<file path="config.mk">
export PLATFORM = sky130hd
export DESIGN_NAME = bk_sector_ctrl_flat
export DESIGN_NICKNAME = d
export VERILOG_FILES = /design/src/rtl/bk_pkg.sv /design/src/rtl/bk_sector_ctrl_if.sv /design/src/rtl/bk_edge_det.sv /design/src/rtl/bk_sector_ctrl.sv /design/src/flat_wrapper.sv
export SDC_FILE = /design/constraint.sdc
export NUM_CORES = 1
export LEC_CHECK = 0
export ABC_AREA = 1
export BUFFER_PORTS_ARGS = -buffer_cell sky130_fd_sc_hd__buf_4
export CAP_MARGIN = 20
export CORE_UTILIZATION = 35
export CTS_CLUSTER_DIAMETER = 200
export DETAILED_ROUTE_END_ITERATION = 7
export PLACE_DENSITY = 0.78
export RECOVER_POWER = 100
export SYNTH_ARGS = -nofsm -noshare
export SYNTH_HDL_FRONTEND = slang
export SYNTH_SLANG_ARGS = --single-unit
</file>
<file path="constraint.sdc">
create_clock -name clk_sys -period 3.6 [get_ports clk_sys]
set_input_delay 0.72 -clock clk_sys [delete_from_list [all_inputs] [get_ports clk_sys]]
set_output_delay 0.72 -clock clk_sys [all_outputs]
set_load 0.02 [all_outputs]
</file>
<file path="src/rtl/bk_pkg.sv">
// Shared types and constants for the backup-RAM sector controller.
package bk_pkg;

    localparam int unsigned LBA_W = 32;

    typedef enum logic [1:0] {
        StIdle,
        StIssue,
        StWaitAckHi,
        StWaitAckLo
    } bk_state_e;

endpackage

</file>
<file path="src/rtl/bk_sector_ctrl_if.sv">
// Sector-transfer handshake between the backup controller and the HPS side.
interface bk_sector_ctrl_if;
    import bk_pkg::*;

    logic [LBA_W-1:0] sd_lba;
    logic             sd_rd;
    logic             sd_wr;
    logic             sd_ack;

    modport master (
        output sd_lba,
        output sd_rd,
        output sd_wr,
        input  sd_ack
    );

    modport slave (
        input  sd_lba,
        input  sd_rd,
        input  sd_wr,
        output sd_ack
    );

endinterface

</file>
<file path="src/rtl/bk_edge_det.sv">
// Single-signal rise/fall pulse generator; history register resets low.
module bk_edge_det (
    input  logic clk_sys,
    input  logic RESET_n,
    input  logic sig,
    output logic rise,
    output logic fall
);

    logic sig_q;

    always_ff @(posedge clk_sys or negedge RESET_n) begin
        if (!RESET_n) begin
            sig_q <= 1'b0;
        end else begin
            sig_q <= sig;
        end
    end

    assign rise = sig & ~sig_q;
    assign fall = ~sig & sig_q;

endmodule

</file>
<file path="src/rtl/bk_sector_ctrl.sv">
// Save-slot load/save sequencer: walks one slot sector by sector over the HPS handshake.
// Define BK_AUTOSAVE_EN to add the dirty-flag/idle-tick autosave and its two ports.
module bk_sector_ctrl
    import bk_pkg::*;
#(
    parameter int unsigned SECTORS        = 64,
    parameter int unsigned SLOT_W         = 2,
    parameter int unsigned AUTOSAVE_TICKS = 300
) (
    input  logic              clk_sys,
    input  logic              RESET_n,
    input  logic              downloading,
    input  logic              img_mounted,
    input  logic              img_readonly,
    input  logic [63:0]       img_size,
    input  logic [SLOT_W-1:0] slot,
    input  logic              load_req,
    input  logic              save_req,
`ifdef BK_AUTOSAVE_EN
    input  logic              dirty_set,
    input  logic              autosave_tick,
`endif
    bk_sector_ctrl_if.master  sd,
    output logic              bk_ena,
    output logic              bk_loading,
    output logic              bk_busy
);

    localparam int unsigned SEC_W = $clog2(SECTORS);

    bk_state_e        state_q;
    logic [LBA_W-1:0] lba_q;
    logic             rd_q;
    logic             wr_q;
    logic             dir_load_q;
    logic             ena_q;
    logic             loading_q;

    logic dl_rise, load_edge, save_edge, ack_rise, ack_fall;
    logic dl_unused_fall, load_unused_fall, save_unused_fall;
    logic auto_start, start, last_sector;

    bk_edge_det u_dl_edge (
        .clk_sys (clk_sys),
        .RESET_n (RESET_n),
        .sig     (downloading),
        .rise    (dl_rise),
        .fall    (dl_unused_fall)
    );

    // Requests are gated by bk_ena before edge detection so enabling with a held request counts.
    bk_edge_det u_load_edge (
        .clk_sys (clk_sys),
        .RESET_n (RESET_n),
        .sig     (load_req & ena_q),
        .rise    (load_edge),
        .fall    (load_unused_fall)
    );

    bk_edge_det u_save_edge (
        .clk_sys (clk_sys),
        .RESET_n (RESET_n),
        .sig     (save_req & ena_q),
        .rise    (save_edge),
        .fall    (save_unused_fall)
    );

    bk_edge_det u_ack_edge (
        .clk_sys (clk_sys),
        .RESET_n (RESET_n),
        .sig     (sd.sd_ack),
        .rise    (ack_rise),
        .fall    (ack_fall)
    );

`ifdef BK_AUTOSAVE_EN
    localparam int unsigned CNT_W = $clog2(AUTOSAVE_TICKS + 1);

    logic [CNT_W-1:0] idle_cnt_q;
    logic             dirty_q;

    // Manual request edges take priority over autosave in the same cycle.
    assign auto_start = (state_q == StIdle) && dirty_q && ena_q && !load_edge && !save_edge &&
                        (idle_cnt_q == CNT_W'(AUTOSAVE_TICKS));

    always_ff @(posedge clk_sys or negedge RESET_n) begin
        if (!RESET_n) begin
            dirty_q    <= 1'b0;
            idle_cnt_q <= '0;
        end else begin
            if (dirty_set) begin
                dirty_q <= 1'b1;
            end else if (auto_start) begin
                dirty_q <= 1'b0;
            end
            if (dirty_set) begin
                idle_cnt_q <= '0;
            end else if (autosave_tick && idle_cnt_q != CNT_W'(AUTOSAVE_TICKS)) begin
                idle_cnt_q <= idle_cnt_q + CNT_W'(1);
            end
        end
    end
`else
    assign auto_start = 1'b0;
`endif

    assign start       = load_edge | save_edge | auto_start;
    assign last_sector = &lba_q[SEC_W-1:0];

    always_ff @(posedge clk_sys or negedge RESET_n) begin
        if (!RESET_n) begin
            ena_q <= 1'b0;
        end else if (downloading && img_mounted && (img_size != 64'd0) && !img_readonly) begin
            ena_q <= 1'b1;
        end else if (dl_rise) begin
            ena_q <= 1'b0;
        end
    end

    always_ff @(posedge clk_sys or negedge RESET_n) begin
        if (!RESET_n) begin
            state_q    <= StIdle;
            lba_q      <= '0;
            rd_q       <= 1'b0;
            wr_q       <= 1'b0;
            dir_load_q <= 1'b0;
            loading_q  <= 1'b0;
        end else begin
            unique case (state_q)
                StIdle: begin
                    if (start) begin
                        state_q    <= StIssue;
                        dir_load_q <= load_edge;
                        loading_q  <= load_edge;
                        lba_q      <= LBA_W'(slot) << SEC_W;
                    end
                end
                StIssue: begin
                    rd_q    <= dir_load_q;
                    wr_q    <= ~dir_load_q;
                    state_q <= StWaitAckHi;
                end
                StWaitAckHi: begin
                    if (ack_rise) begin
                        rd_q    <= 1'b0;
                        wr_q    <= 1'b0;
                        state_q <= StWaitAckLo;
                    end
                end
                StWaitAckLo: begin
                    if (ack_fall) begin
                        if (last_sector) begin
                            state_q   <= StIdle;
                            loading_q <= 1'b0;
                        end else begin
                            // Only the sector field counts; the slot field stays fixed.
                            lba_q   <= {lba_q[LBA_W-1:SEC_W], lba_q[SEC_W-1:0] + SEC_W'(1)};
                            state_q <= StIssue;
                        end
                    end
                end
                default: state_q <= StIdle;
            endcase
        end
    end

    assign sd.sd_lba  = lba_q;
    assign sd.sd_rd   = rd_q;
    assign sd.sd_wr   = wr_q;
    assign bk_ena     = ena_q;
    assign bk_loading = loading_q;
    assign bk_busy    = (state_q != StIdle);

endmodule

</file>
<file path="src/flat_wrapper.sv">
// flat-port wrapper written by rule: the top's interface ports become plain ports
module bk_sector_ctrl_flat import bk_pkg::*;
#(
    parameter int unsigned SECTORS        = 64,
    parameter int unsigned SLOT_W         = 2,
    parameter int unsigned AUTOSAVE_TICKS = 300
)
  (clk_sys, RESET_n, downloading, img_mounted, img_readonly, img_size, slot, load_req, save_req, bk_ena, bk_loading, bk_busy, sd_sd_lba, sd_sd_rd, sd_sd_wr, sd_sd_ack);
  bk_sector_ctrl_if sd_i ();
  input  logic clk_sys;
  input  logic RESET_n;
  input  logic downloading;
  input  logic img_mounted;
  input  logic img_readonly;
  input  logic [63:0] img_size;
  input  logic [SLOT_W-1:0] slot;
  input  logic load_req;
  input  logic save_req;
  output logic bk_ena;
  output logic bk_loading;
  output logic bk_busy;
  output wire logic [$bits(sd_i.sd_lba)-1:0] sd_sd_lba;
  output wire logic [$bits(sd_i.sd_rd)-1:0] sd_sd_rd;
  output wire logic [$bits(sd_i.sd_wr)-1:0] sd_sd_wr;
  input wire logic [$bits(sd_i.sd_ack)-1:0] sd_sd_ack;
  assign sd_sd_lba = sd_i.sd_lba;
  assign sd_sd_rd = sd_i.sd_rd;
  assign sd_sd_wr = sd_i.sd_wr;
  assign sd_i.sd_ack = sd_sd_ack;
  bk_sector_ctrl #(.SECTORS(SECTORS), .SLOT_W(SLOT_W), .AUTOSAVE_TICKS(AUTOSAVE_TICKS)) u_core (.clk_sys(clk_sys), .RESET_n(RESET_n), .downloading(downloading), .img_mounted(img_mounted), .img_readonly(img_readonly), .img_size(img_size), .slot(slot), .load_req(load_req), .save_req(save_req), .sd(sd_i), .bk_ena(bk_ena), .bk_loading(bk_loading), .bk_busy(bk_busy));
endmodule
</file>
Yosys cells after proc, flatten, opt, wreduce, memory -nomap -nowiden
Index checks and enable logic that the tools add are counted.
Widths: inputs -> output; s select.
{ "word_totals": {"regBits": 43, "in_bits": 74, "out_inout_bits": 37, "elab_cells": 71} }
{ "classes": {"n_addsub": 1, "n_eq_ne": 8, "n_mux": 18, "bitwise_logic": 15, "reduce_logical": 17} }
{ "ops": {"columns": ["op", "count"], "rows": [
  ["$mux 32", 2],
  ["$pmux 32 s2", 1],
  ["$reduce_bool 64->1", 1],
  ["$ne 2x1->1 const B", 4],
  ["$pmux 2 s4", 1],
  ["$reduce_and 4->1", 2],
  ["$reduce_bool 2->1", 4],
  ["$and 1x1->1", 7],
  ["$mux 1", 7],
  ["$not 1->1", 7],
  ["$add 6x1->6 const B", 1],
  ["$mux 2", 3],
  ["$mux 6", 1],
  ["$pmux 1 s2", 3],
  ["$reduce_and 3->1", 2],
  ["$reduce_and 6->1", 1],
  ["$eq 2x2->1 const B", 2],
  ["$reduce_and 2->1", 2],
  ["$logic_and 1x1->1", 3],
  ["$eq 2x1->1 const B", 1],
  ["$logic_not 2->1", 1],
  ["$ne 2x2->1 const B", 1],
  ["$logic_not 1->1", 1],
  ["$or 1x1->1", 1]
]} }

Logic depth before layout (Yosys ltp)
{ "logic_depth": {"ltp_word": 5, "ltp_mapped": 8, "mapped_depth_nobuf": 8} }

Cells and area by module
A second synthesis with hierarchy kept.
{ "unflattened": {"hier_cells": 211, "area_unflattened_um2": 1417.6} }
{ "modules_own_cells": {"columns": ["module", "n_inst", "cells_per_inst", "area_per_inst_um2", "seq_area_each_um2"], "rows": [
  ["bk_sector_ctrl", 1, 191, 1257.5, 375.4],
  ["bk_edge_det", 4, 5, 40.0, 25.0]
]} }

Worst setup path after synthesis
OpenSTA, ideal clock, no wires.
{ "synth_path": {"path_kind": "reg2out", "from": "register u_core.state_q[0]", "to": "output port bk_busy", "arrival_time_ps": 863, "required_ps": 2880, "setup_slack_ps": 2017, "stages_incl_launch_ff": 4, "n_path_buf": 0, "path_cell_list": "dfrtp_1 inv_1 ha_1 inv_1"} }
{ "synth_between": {"elab_chain_cells": 1} }
{ "synth_rtl": {"columns": ["element", "line", "source"], "rows": [
  ["from (decl)", "bk_sector_ctrl.sv:31", "bk_state_e state_q;"],
  ["from (signal assigned)", "bk_sector_ctrl.sv:122", "state_q <= StIdle;"],
  ["from (signal assigned)", "bk_sector_ctrl.sv:132", "state_q <= StIssue;"],
  ["from (signal assigned)", "bk_sector_ctrl.sv:141", "state_q <= StWaitAckHi;"],
  ["$reduce_bool 2->1", "bk_sector_ctrl.sv:172", "assign bk_busy = (state_q != StIdle);"],
  ["to (decl)", "flat_wrapper.sv:21", "output logic bk_busy;"]
]} }
Every way passes these cells.

Worst setup path in the final report
Same ends and word-level chain as after synthesis.

==> reports/qor.yml <==
run_status:
  outcome: "finished, final reports clean"
timing:
  period_share: 0.5776
  finalHoldViolations: 0
  rsz0062_at_grt: "false"
  relSlewSlack: 0.3516
  fin_skew_ps: 1.248
  tightest_slew_ps: 972.6
  slew_viol_final: 0
  period_needed_ps: 2079
  tns_ps: 0
  fmax_ghz: 0.4809
  setup_viol: 0
route:
  drt_iter0_markers: 64
  wl_per_cell_um: 10.14
  dr.pass1.iters: 5
  ant_nets: 0
  drc: 0
  routed_wl_mm: 3.458
  post_drt_via_cell_ratio: 4.261
  vias: 1453
critical_path:
  startpoint: "u_core.state_q[0]"
  cp.arrival_ps: 1360
  worstSetupPathType: "register to output port"
  setup.worst_path.end: "bk_busy"
  crit_required_ps: 2880
  reg2reg_depth: 7
  reg2reg_slack_ps: 1900
  worstReg2RegEnd: "u_core.sd.sd_lba[3]"
  worstSetupEndpointType: "output port"
  r2r_start: "u_core.state_q[0]"
  cp_max_fo: 4
  start_kind: "register"
cells_and_area:
  n_antenna_cell: 0
  final_util: 0.5250
  seqCellArea_sq_um: 475.5
  fillers: 385
  multi_input_area_sq_um: 779.5
  stdcell_area_sq_mm: 0.001994
  area_growth_pct: 39.58
  largest_reg_flops: 8
  drive_gt1_frac: 0.2799
  nNetsFinal: 373
clocking:
  holdBufCountCts: 0
  clock_sinks: 19
  clkSlewWorstSetupHoldPaths_ps: 70
  cts_max_level: 1
  cts_resized: 0
  numCtsBuffers: 3
  clkLatencyLatePin_ps: 250
  cts.path.max_buffers: 2
  clock-root-buffer: "clkbuf_8"
  cts_tree: "done"
  postCtsSetupBuffers: 0
grt:
  gr-total-overflow: 0
  grt_max_degree: 20
  grt_pass1_vias: 1412
  grt_pass1_wl_mm: 5.782
  grtUsageTotal: 0.1704
  antenna_found_initial: 0
synth:
  synth-edff-count: 0
  yosysWarnings: 0
  synth_area_sq_mm: 0.001429
  synth_seq_area_share: 0.3327
  yosys.area.top_type: "dfrtp_1"
  synth_common_cells: "nand2_1 (57), nor2_1 (51), buf_4 (24)"
  async_flop_share: 1.000
  yosys_most_used_dff: "dfrtp_1"
  synth_cells: 204
  synthTopCellsByArea: "dfrtp_1 (33%), nand2_1 (15%), nor2_1 (13%)"
  yosys.area.top_type_share: 0.3327
  synth.distinct_cells: 26
  ys_ff_latch: 19
  synth_most_common_cell: "nand2_1"
  avgSynthCellArea_sq_um: 7.004
placement:
  place_hpwl_mm: 2.908
  port_buffers: 86
  place_area_sq_mm: 0.002041
  gp_congestion: 0.7446
pwr:
  powerDensity_mw_per_mm2: 458.9
  leakage_nw: 1.060
  ir_drop_uv: 179.2
floorplan:
  dieArea_sq_mm: 0.004342
  boundaryPins: 111
  die_w_um: 65.90
  die_h_um: 65.90
  rows: 22
  core_sq_mm: 0.003799
  start_util: 0.3762
job:
  max_cap_violations: 0
hold_path:
  hp-class: "register to register"
-- layer usage --
layer  GRT usage  routed length (um)  vias up
li1            -                   -      763
met1      0.1834                1333      620
met4     0.05435                  58        0
met5           0                   0        -
met3     0.03448                 253        8
met2      0.3253                1813       62
-- power by group --
part,leakage [nW],internal (mW),total [mW],switching [mW]
logic,0.789,0.162,0.460,0.298
registers,0.245,0.268,0.310,0.0423
clock network,0.0255,0.0768,0.145,0.0683
-- cell type report --
type / instances / share of cell area
Clock buffer: 3 / 0.02070
Clock inverter: 1 / 0.002509
Inverter: 13 / 0.02572
Multi-Input combinational cell: 171 / 0.3908
Sequential cell: 19 / 0.2384
Tap cell: 48 / 0.03011
Timing Repair Buffer: 86 / 0.2917
-- placed cells by master, fill, tap and decap left out, types with 3 or more instances in the layout --
| master | synthesis | layout |
|---|---|---|
| buf_4 | 24 | 67 |
| nand2_1 | 57 | 60 |
| nor2_1 | 51 | 52 |
| conb_1 | 1 | 24 |
| dfrtp_1 | 19 | 19 |
| clkbuf_1 | 0 | 17 |
| inv_1 | 10 | 11 |
| o21ai_0 | 6 | 8 |
| nand3_1 | 4 | 5 |
| ha_1 | 5 | 5 |
| clkbuf_8 | 0 | 3 |
-- worst min-delay path by stage --
| stage | startpoint | to | slack [ps] | cells past startpoint |
|---|---|---|---|---|
| after floorplan | RESET_n | u_core.bk_ena | 420 | 0 |
| after global placement | u_core.u_dl_edge.sig_q | u_core.bk_ena | 460 | 2 |
| after detailed placement | u_core.u_dl_edge.sig_q | u_core.bk_ena | 470 | 2 |
| after CTS | RESET_n | u_core.sd.sd_lba[6] | 330 | 1 |
| after global routing | u_core.sd.sd_lba[7] | u_core.sd.sd_lba[7] | 520 | 2 |
| final | u_core.sd.sd_lba[6] | u_core.sd.sd_lba[6] | 490 | 2 |
-- critical path, cell delays in order, from the launching register on --
cell,delay (ps)
dfrtp_1,400
inv_1,80
ha_1,240
inv_1,120
clkbuf_1,260
-- cell families (layout without fill, tap and decap cells) --
kind of cell               count (synthesis)  after routing  synth area share
and+or+nand+nor                          127            127            0.3940
buffers and inverters                     37            103            0.1620
DFF                                       19             19            0.3328
AOI/OAI and AO/OA                         12             12           0.04641
adders and majority gates                  5              5           0.04378
xor gates and xnor gates                   3              3           0.01839
other                                      1             24          0.002624
-- per-stage QoR --
stage	hold slack, ps	cells	setup slack (ps)	power [mW]
6_report	489.5	341	1521	0.9153
5_1_grt	523.5	341	1455	0.9964
4_1_cts	333.7	341	1607	1.009
3_5_place_dp	469.2	337	1876	0.8561
3_3_place_gp	462.5	337	1917	0.8465
2_1_floorplan	424.4	227	2017	0.6826
No activity file was read; power rests on OpenSTA's default activity.
